<file path="src/rtl/ex_stage_muldiv_if.sv">
// EX-stage bundle: ID/EX fields and forwarded values in, EX/MEM register and HI/LO out.
interface ex_stage_muldiv_if #(
   parameter int DATA_WIDTH    = 8,
   parameter int REG_DIR_WIDTH = 3
);
   logic                     flush;
   logic                     in_valid;
   logic [1:0]               ALUop;
   logic [5:0]               funct;
   logic                     ALUSrc;
   logic                     RegDst;
   logic                     RegWrite;
   logic [1:0]               Forward_A;
   logic [1:0]               Forward_B;
   logic [DATA_WIDTH-1:0]    readd1;
   logic [DATA_WIDTH-1:0]    readd2;
   logic [DATA_WIDTH-1:0]    SignExtendOut;
   logic [DATA_WIDTH-1:0]    WBData;
   logic [DATA_WIDTH-1:0]    Address;
   logic [REG_DIR_WIDTH-1:0] RegDst1;
   logic [REG_DIR_WIDTH-1:0] RegDst2;
   logic                     Stall;
   logic                     ex_valid;
   logic                     ex_wen;
   logic [DATA_WIDTH-1:0]    ALUResult;
   logic [REG_DIR_WIDTH-1:0] WriteReg;
   logic [DATA_WIDTH-1:0]    StoreData;
   logic [DATA_WIDTH-1:0]    HI;
   logic [DATA_WIDTH-1:0]    LO;

   modport master (
      output flush, in_valid, ALUop, funct, ALUSrc, RegDst, RegWrite,
             Forward_A, Forward_B, readd1, readd2, SignExtendOut, WBData,
             Address, RegDst1, RegDst2,
      input  Stall, ex_valid, ex_wen, ALUResult, WriteReg, StoreData, HI, LO
   );

   modport slave (
      input  flush, in_valid, ALUop, funct, ALUSrc, RegDst, RegWrite,
             Forward_A, Forward_B, readd1, readd2, SignExtendOut, WBData,
             Address, RegDst1, RegDst2,
      output Stall, ex_valid, ex_wen, ALUResult, WriteReg, StoreData, HI, LO
   );
endinterface

</file>
<file path="src/rtl/ex_stage_muldiv.sv">
// Execute stage with operand forwarding, ALU and an iterative unsigned mul/div unit.
// The registered outputs form the EX/MEM pipeline register.
module ex_stage_muldiv #(
   parameter int DATA_WIDTH    = 8,
   parameter int REG_DIR_WIDTH = 3
) (
   input logic               clk,
   input logic               reset,
   ex_stage_muldiv_if.slave  bus
);
   localparam int DW = DATA_WIDTH;
   localparam int CW = (DW > 1) ? $clog2(DW) : 1;

   localparam logic [5:0] F_ADD   = 6'h20;
   localparam logic [5:0] F_SUB   = 6'h22;
   localparam logic [5:0] F_AND   = 6'h24;
   localparam logic [5:0] F_OR    = 6'h25;
   localparam logic [5:0] F_SLT   = 6'h2A;
   localparam logic [5:0] F_MFHI  = 6'h10;
   localparam logic [5:0] F_MFLO  = 6'h12;
   localparam logic [5:0] F_MULTU = 6'h19;
   localparam logic [5:0] F_DIVU  = 6'h1B;

   typedef enum logic [1:0] {S_IDLE, S_BUSY, S_DONE} state_t;

   state_t                   r_state, w_state_nxt;
   logic [CW-1:0]            r_count;
   logic                     r_is_div;
   logic [DW-1:0]            r_acc, r_mq, r_md;
   logic [DW-1:0]            r_hi, r_lo;
   logic                     r_ex_valid, r_ex_wen;
   logic [DW-1:0]            r_alu_result, r_store_data;
   logic [REG_DIR_WIDTH-1:0] r_write_reg;

   logic [DW-1:0] w_a, w_bfwd, w_b, w_res;
   logic          w_is_md, w_start, w_stall, w_last;
   logic [DW:0]   w_sum, w_shift;
   logic [DW-1:0] w_diff, w_step_acc, w_step_mq;
   logic          w_ge;

   always_comb begin
      w_a = bus.readd1;
      case (bus.Forward_A)
         2'd1:    w_a = bus.WBData;
         2'd2:    w_a = bus.Address;
         2'd3:    w_a = '0;
         default: w_a = bus.readd1;
      endcase
      w_bfwd = bus.readd2;
      case (bus.Forward_B)
         2'd1:    w_bfwd = bus.WBData;
         2'd2:    w_bfwd = bus.Address;
         2'd3:    w_bfwd = '0;
         default: w_bfwd = bus.readd2;
      endcase
      w_b = bus.ALUSrc ? bus.SignExtendOut : w_bfwd;
   end

   assign w_is_md = (bus.ALUop == 2'b10) && ((bus.funct == F_MULTU) || (bus.funct == F_DIVU));

   always_comb begin
      w_res = '0;
      case (bus.ALUop)
         2'b00: w_res = w_a + w_b;
         2'b01: w_res = w_a - w_b;
         2'b11: w_res = w_a | w_b;
         default: begin
            case (bus.funct)
               F_ADD:   w_res = w_a + w_b;
               F_SUB:   w_res = w_a - w_b;
               F_AND:   w_res = w_a & w_b;
               F_OR:    w_res = w_a | w_b;
               F_SLT:   w_res = {{(DW-1){1'b0}}, ($signed(w_a) < $signed(w_b))};
               F_MFHI:  w_res = r_hi;
               F_MFLO:  w_res = r_lo;
               default: w_res = '0;
            endcase
         end
      endcase
   end

   // acc:mq is the double-width working pair; multiply shifts right, divide shifts left.
   always_comb begin
      w_sum   = {1'b0, r_acc} + {1'b0, (r_mq[0] ? r_md : {DW{1'b0}})};
      w_shift = {r_acc, r_mq[DW-1]};
      w_ge    = w_shift >= {1'b0, r_md};
      w_diff  = w_shift[DW-1:0] - r_md;
      if (r_is_div) begin
         w_step_acc = w_ge ? w_diff : w_shift[DW-1:0];
         w_step_mq  = {r_mq[DW-2:0], w_ge};
      end else begin
         w_step_acc = w_sum[DW:1];
         w_step_mq  = {w_sum[0], r_mq[DW-1:1]};
      end
   end

   assign w_last  = (r_count == CW'(DW-1));
   assign w_start = bus.in_valid && w_is_md && !bus.flush;

   always_comb begin
      w_state_nxt = r_state;
      w_stall     = 1'b0;
      case (r_state)
         S_IDLE: begin
            if (w_start) begin
               w_stall     = 1'b1;
               w_state_nxt = S_BUSY;
            end
         end
         S_BUSY: begin
            w_stall = 1'b1;
            if (bus.flush)   w_state_nxt = S_IDLE;
            else if (w_last) w_state_nxt = S_DONE;
         end
         default: w_state_nxt = S_IDLE;
      endcase
   end

   always_ff @(posedge clk or posedge reset) begin
      if (reset) begin
         r_state  <= S_IDLE;
         r_count  <= '0;
         r_is_div <= 1'b0;
         r_acc    <= '0;
         r_mq     <= '0;
         r_md     <= '0;
         r_hi     <= '0;
         r_lo     <= '0;
      end else begin
         r_state <= w_state_nxt;
         if (r_state == S_IDLE && w_start) begin
            r_acc    <= '0;
            r_mq     <= w_a;
            r_md     <= w_b;
            r_is_div <= (bus.funct == F_DIVU);
            r_count  <= '0;
         end else if (r_state == S_BUSY && !bus.flush) begin
            r_acc   <= w_step_acc;
            r_mq    <= w_step_mq;
            r_count <= r_count + CW'(1);
            if (w_last) begin
               r_hi <= w_step_acc;
               r_lo <= w_step_mq;
            end
         end
      end
   end

   // Priority: flush kills, then mul/div retirement, then stall bubble, then normal issue.
   always_ff @(posedge clk or posedge reset) begin
      if (reset) begin
         r_ex_valid   <= 1'b0;
         r_ex_wen     <= 1'b0;
         r_alu_result <= '0;
         r_write_reg  <= '0;
         r_store_data <= '0;
      end else if (bus.flush) begin
         r_ex_valid <= 1'b0;
         r_ex_wen   <= 1'b0;
      end else if (r_state == S_DONE) begin
         r_ex_valid <= 1'b1;
         r_ex_wen   <= 1'b0;
      end else if (w_stall) begin
         r_ex_valid <= 1'b0;
         r_ex_wen   <= 1'b0;
      end else if (bus.in_valid) begin
         r_ex_valid   <= 1'b1;
         r_ex_wen     <= bus.RegWrite;
         r_alu_result <= w_res;
         r_write_reg  <= bus.RegDst ? bus.RegDst1 : bus.RegDst2;
         r_store_data <= w_bfwd;
      end else begin
         r_ex_valid <= 1'b0;
      end
   end

   assign bus.Stall     = w_stall;
   assign bus.ex_valid  = r_ex_valid;
   assign bus.ex_wen    = r_ex_wen;
   assign bus.ALUResult = r_alu_result;
   assign bus.WriteReg  = r_write_reg;
   assign bus.StoreData = r_store_data;
   assign bus.HI        = r_hi;
   assign bus.LO        = r_lo;
endmodule
</file>
<file path="src/flat_wrapper.sv">
// flat-port wrapper written by rule: the top's interface ports become plain ports
module ex_stage_muldiv_flat 
#(
   parameter int DATA_WIDTH    = 8,
   parameter int REG_DIR_WIDTH = 3
)
  (clk, reset, bus_flush, bus_in_valid, bus_ALUop, bus_funct, bus_ALUSrc, bus_RegDst, bus_RegWrite, bus_Forward_A, bus_Forward_B, bus_readd1, bus_readd2, bus_SignExtendOut, bus_WBData, bus_Address, bus_RegDst1, bus_RegDst2, bus_Stall, bus_ex_valid, bus_ex_wen, bus_ALUResult, bus_WriteReg, bus_StoreData, bus_HI, bus_LO);
  ex_stage_muldiv_if #(.DATA_WIDTH(DATA_WIDTH), .REG_DIR_WIDTH(REG_DIR_WIDTH)) bus_i ();
  input logic clk;
  input logic reset;
  input wire logic [$bits(bus_i.flush)-1:0] bus_flush;
  input wire logic [$bits(bus_i.in_valid)-1:0] bus_in_valid;
  input wire logic [$bits(bus_i.ALUop)-1:0] bus_ALUop;
  input wire logic [$bits(bus_i.funct)-1:0] bus_funct;
  input wire logic [$bits(bus_i.ALUSrc)-1:0] bus_ALUSrc;
  input wire logic [$bits(bus_i.RegDst)-1:0] bus_RegDst;
  input wire logic [$bits(bus_i.RegWrite)-1:0] bus_RegWrite;
  input wire logic [$bits(bus_i.Forward_A)-1:0] bus_Forward_A;
  input wire logic [$bits(bus_i.Forward_B)-1:0] bus_Forward_B;
  input wire logic [$bits(bus_i.readd1)-1:0] bus_readd1;
  input wire logic [$bits(bus_i.readd2)-1:0] bus_readd2;
  input wire logic [$bits(bus_i.SignExtendOut)-1:0] bus_SignExtendOut;
  input wire logic [$bits(bus_i.WBData)-1:0] bus_WBData;
  input wire logic [$bits(bus_i.Address)-1:0] bus_Address;
  input wire logic [$bits(bus_i.RegDst1)-1:0] bus_RegDst1;
  input wire logic [$bits(bus_i.RegDst2)-1:0] bus_RegDst2;
  output wire logic [$bits(bus_i.Stall)-1:0] bus_Stall;
  output wire logic [$bits(bus_i.ex_valid)-1:0] bus_ex_valid;
  output wire logic [$bits(bus_i.ex_wen)-1:0] bus_ex_wen;
  output wire logic [$bits(bus_i.ALUResult)-1:0] bus_ALUResult;
  output wire logic [$bits(bus_i.WriteReg)-1:0] bus_WriteReg;
  output wire logic [$bits(bus_i.StoreData)-1:0] bus_StoreData;
  output wire logic [$bits(bus_i.HI)-1:0] bus_HI;
  output wire logic [$bits(bus_i.LO)-1:0] bus_LO;
  assign bus_i.flush = bus_flush;
  assign bus_i.in_valid = bus_in_valid;
  assign bus_i.ALUop = bus_ALUop;
  assign bus_i.funct = bus_funct;
  assign bus_i.ALUSrc = bus_ALUSrc;
  assign bus_i.RegDst = bus_RegDst;
  assign bus_i.RegWrite = bus_RegWrite;
  assign bus_i.Forward_A = bus_Forward_A;
  assign bus_i.Forward_B = bus_Forward_B;
  assign bus_i.readd1 = bus_readd1;
  assign bus_i.readd2 = bus_readd2;
  assign bus_i.SignExtendOut = bus_SignExtendOut;
  assign bus_i.WBData = bus_WBData;
  assign bus_i.Address = bus_Address;
  assign bus_i.RegDst1 = bus_RegDst1;
  assign bus_i.RegDst2 = bus_RegDst2;
  assign bus_Stall = bus_i.Stall;
  assign bus_ex_valid = bus_i.ex_valid;
  assign bus_ex_wen = bus_i.ex_wen;
  assign bus_ALUResult = bus_i.ALUResult;
  assign bus_WriteReg = bus_i.WriteReg;
  assign bus_StoreData = bus_i.StoreData;
  assign bus_HI = bus_i.HI;
  assign bus_LO = bus_i.LO;
  ex_stage_muldiv #(.DATA_WIDTH(DATA_WIDTH), .REG_DIR_WIDTH(REG_DIR_WIDTH)) u_core (.clk(clk), .reset(reset), .bus(bus_i));
endmodule
</file>
<file path="config.mk">
export PLATFORM = sky130hd
export DESIGN_NAME = ex_stage_muldiv_flat
export DESIGN_NICKNAME = d
export VERILOG_FILES = /design/src/rtl/ex_stage_muldiv_if.sv /design/src/rtl/ex_stage_muldiv.sv /design/src/flat_wrapper.sv
export SDC_FILE = /design/constraint.sdc
export NUM_CORES = 1
export LEC_CHECK = 0
export CAP_MARGIN = 20
export CORE_MARGIN = 1
export CORE_UTILIZATION = 37
export DETAILED_ROUTE_END_ITERATION = 6
export PLACE_DENSITY = 0.56
export SLEW_MARGIN = 20
export SYNTH_ARGS = -nofsm -noshare
export SYNTH_HDL_FRONTEND = slang
export SYNTH_SLANG_ARGS = --single-unit
</file>
<file path="constraint.sdc">
create_clock -name clk -period 6 [get_ports clk]
set_input_delay 1.2 -clock clk [delete_from_list [all_inputs] [get_ports clk]]
set_output_delay 1.2 -clock clk [all_outputs]
set_load 0.05 [all_outputs]
</file>
==> flow_summary.ini <==
[outcome]
status = complete, but fails checks
violations = DRC

[sta]
setup_viol = 0
final_max_slew_viol_count = 0
fin_setup_tns_ns = 0
rsz0062_at_grt = no
fmax_mhz = 199
final.setup_skew_ns = 0.00722
finalCritPeriodShare_pct = 83.6
worstMarginPinSlew_ns = 1.06
max_slew_margin_pct = 29.5
hold_viol = 0
min_period_ns = 5.02

[placement]
hpwlAfterDp_um = 14700
port_buffers = 102
gp_congestion = 0.863

[critical_path]
crit_type = primary input to output port
cp_data_required_time_ns = 4.80
r2r_start = u_core.r_md[6]
start_kind = primary input
cp_max_fo = 14
startpoint = bus_ALUop[1]
arrival_ns = 3.82
end_kind = output port

[cts]
cts.sinks = 67
cts_buffers = 9
clockRootBuffer = clkbuf_16
cts-hold-fix-buffers = 0
clkLatencyLatePin_ns = 0.35
cts_setup_buffers = 0
cts.clk_slew.worst_paths_ns = 0.06
post_cts_resized = 0
htreeDepth = 3
cts_tree = yes
cts_buffer_depth = 2

[global_routing]
grtUsageTotal_pct = 24.8
grt_pass1_vias = 5201
grt_pass1_wl_um = 29900
overflow = 0
antenna_found_initial = 0
grt_max_degree = 68

[synth]
ys_seq_elements = 67
yosys.area.top_type_share_pct = 29.7
syn_avg_cell_area_um2 = 8.50
synth_most_common_cell = nand2_1
synth_nets = 775
synth_edf_count = 0
ys.flop_type = dfrtp_1
synth_area_leader_cell = dfrtp_1
ys_top_cells_by_area = dfrtp_1 (30%), ha_1 (9.3%), mux2i_1 (7.4%)
syn_area_um2 = 5650
ys_seq_area_share_pct = 29.7
ys_warn_count = 0
synth_cell_types = 70
async_reset_ff_share_pct = 100
synthTopCellsByCount = nand2_1 (83), dfrtp_1 (67), o21ai_0 (52), inv_1 (44)
syn_inst = 664

[layout]
fillers = 1397
drive_gt1_share_pct = 7.28
multiInputGateArea_um2 = 3640
seqCellArea_um2 = 1680
syn2layout_area_growth_pct = 25.2
antennaDiodeCount = 0
final_util_pct = 48.1
nNetsFinal = 861

[floorplan]
die_area_um2 = 15800
initial_utilization_pct = 38.4
die_w_um = 126
num_rows = 44
die_height_um = 126
coreArea_um2 = 14700
ioPinCount = 103

[routing]
route.top_layer_used = met4
drt-initial-drc-count = 345
routed_wl_um = 19200
drc = 9
first_pass_iters = 7
ant_nets = 0
viasPerCell = 5.74
drt-met1-wl_um = 8870
vias = 5387
avgRoutedWirePerCell_um = 20.4
met2RoutedLength_um = 8620
wl_met3_um = 1290

[pwr]
p_leak_nw = 3.03
p_per_area_nw_per_um2 = 238
vdd_drop_max_v = 0.000129

[run]
maxCapViolations = 0

[hold_path]
hp-start = u_core.bus.ALUResult[0]
hold_path.class = flip-flop to flip-flop
-- sequential cells by signal (all words and copies together), names as in the netlist --
register              cells
u_core.r_state            2
u_core.bus.WriteReg       3
u_core.r_is_div           1
u_core.bus.StoreData      8
u_core.r_md               8
u_core.bus.ex_wen         1
u_core.bus.HI             8
u_core.r_acc              8
u_core.bus.ALUResult      8
u_core.r_mq               8
u_core.bus.LO             8
u_core.bus.ex_valid       1
u_core.r_count            3
-- worst max-delay path, stage by stage --
cell	delay, ns
clkdlybuf4s50_1	0.87
nand2b_4	0.11
or4_4	0.55
and2_1	0.19
nor2_1	0.08
clkdlybuf4s50_1	0.80
-- final timing paths --
kind	endpoint	slack (ns)	cells after the start
setup / recovery	bus_Stall	0.98	6
hold / removal	u_core.bus.ALUResult[0]	0.51	2
setup reg to reg	u_core.bus.HI[0]	3.22	8
hold reg to reg	u_core.bus.ALUResult[0]	0.51	2
max in group asynchronous	u_core.bus.StoreData[3]	3.95	3
min in group asynchronous	u_core.r_count[2]	1.43	3
-- per-layer routing --
layer | global-route usage (%) | vias up
li1 | - | 2580
met1 | 34.3 | 2565
met2 | 38.0 | 220
met3 | 5.56 | 22
met4 | 8.68 | 0
met5 | 0 | -
-- power by group --
part | internal, mW | total [mW] | switching (mW)
Clock | 0.286 | 0.512 | 0.226
Combinational | 0.247 | 0.626 | 0.379
Sequential | 0.498 | 0.539 | 0.0416
Total | 1.03 | 1.68 | 0.647
-- kinds of logic (layout without fill, tap and decap cells) --
kind of cell	Yosys count	in the layout	share of synthesized area, %
buf+inv	77	168	5.96
fa+ha+maj	46	46	10.7
mux	52	52	9.44
flops	67	67	29.7
compound gates	198	198	23.9
simple gates	217	217	19.2
xor+xnor	7	7	1.09
-- layout make-up --
| cell class | instances | share of cell area, % |
|---|---|---|
| sequential | 67 | 23.7 |
| tap | 184 | 3.26 |
| timing repair buffer | 108 | 15.1 |
| clock inverter | 7 | 0.850 |
| clock buffer | 9 | 3.19 |
| inverter | 44 | 2.34 |
| multi-input combinational | 520 | 51.5 |
-- cells in the final DEF (no fill, tap or decap), types with 3 or more instances in the layout --
cell type        count
a22oi_1              6
a31oi_1              8
o31ai_1             13
buf_4                6
nand2_1             83
o22ai_1              3
and3_1               3
and2_1               8
a2bb2oi_1            5
mux2_2              10
o2111ai_1            3
nand3_1             21
nor3_1              16
o31a_1               5
dfrtp_1             67
fa_1                 4
o211a_1              4
a211oi_1             7
nor2b_1             12
ha_1                42
a221oi_1             3
o311a_1              3
o221ai_2             6
or2_2                3
a21oi_1             25
o221ai_1             5
mux2i_1             42
o211ai_1             7
o21bai_1             3
xnor2_1              7
inv_1               43
o21ai_0             52
o21ai_1             15
clkinvlp_4           3
clkbuf_16            9
clkdlybuf4s50_1    102
nand2b_1            15
nor2_1              34
o21a_1              11
-- metrics by stage --
step | instance area (um2) | setup slack, ns | total power [mW] | hold WS (ns) | cells
4_1_cts | 7060 | 0.974 | 1.68 | 0.509 | 939
5_1_grt | 7070 | 0.725 | 1.77 | 0.539 | 939
6_report | 7070 | 0.985 | 1.68 | 0.507 | 939
2_1_floorplan | 5650 | 1.79 | 0.947 | 0.468 | 664
3_3_place_gp | 6770 | 0.765 | 1.16 | 0.488 | 923
3_5_place_dp | 6780 | 0.677 | 1.17 | 0.500 | 923
No activity file was read; power rests on OpenSTA's default activity.
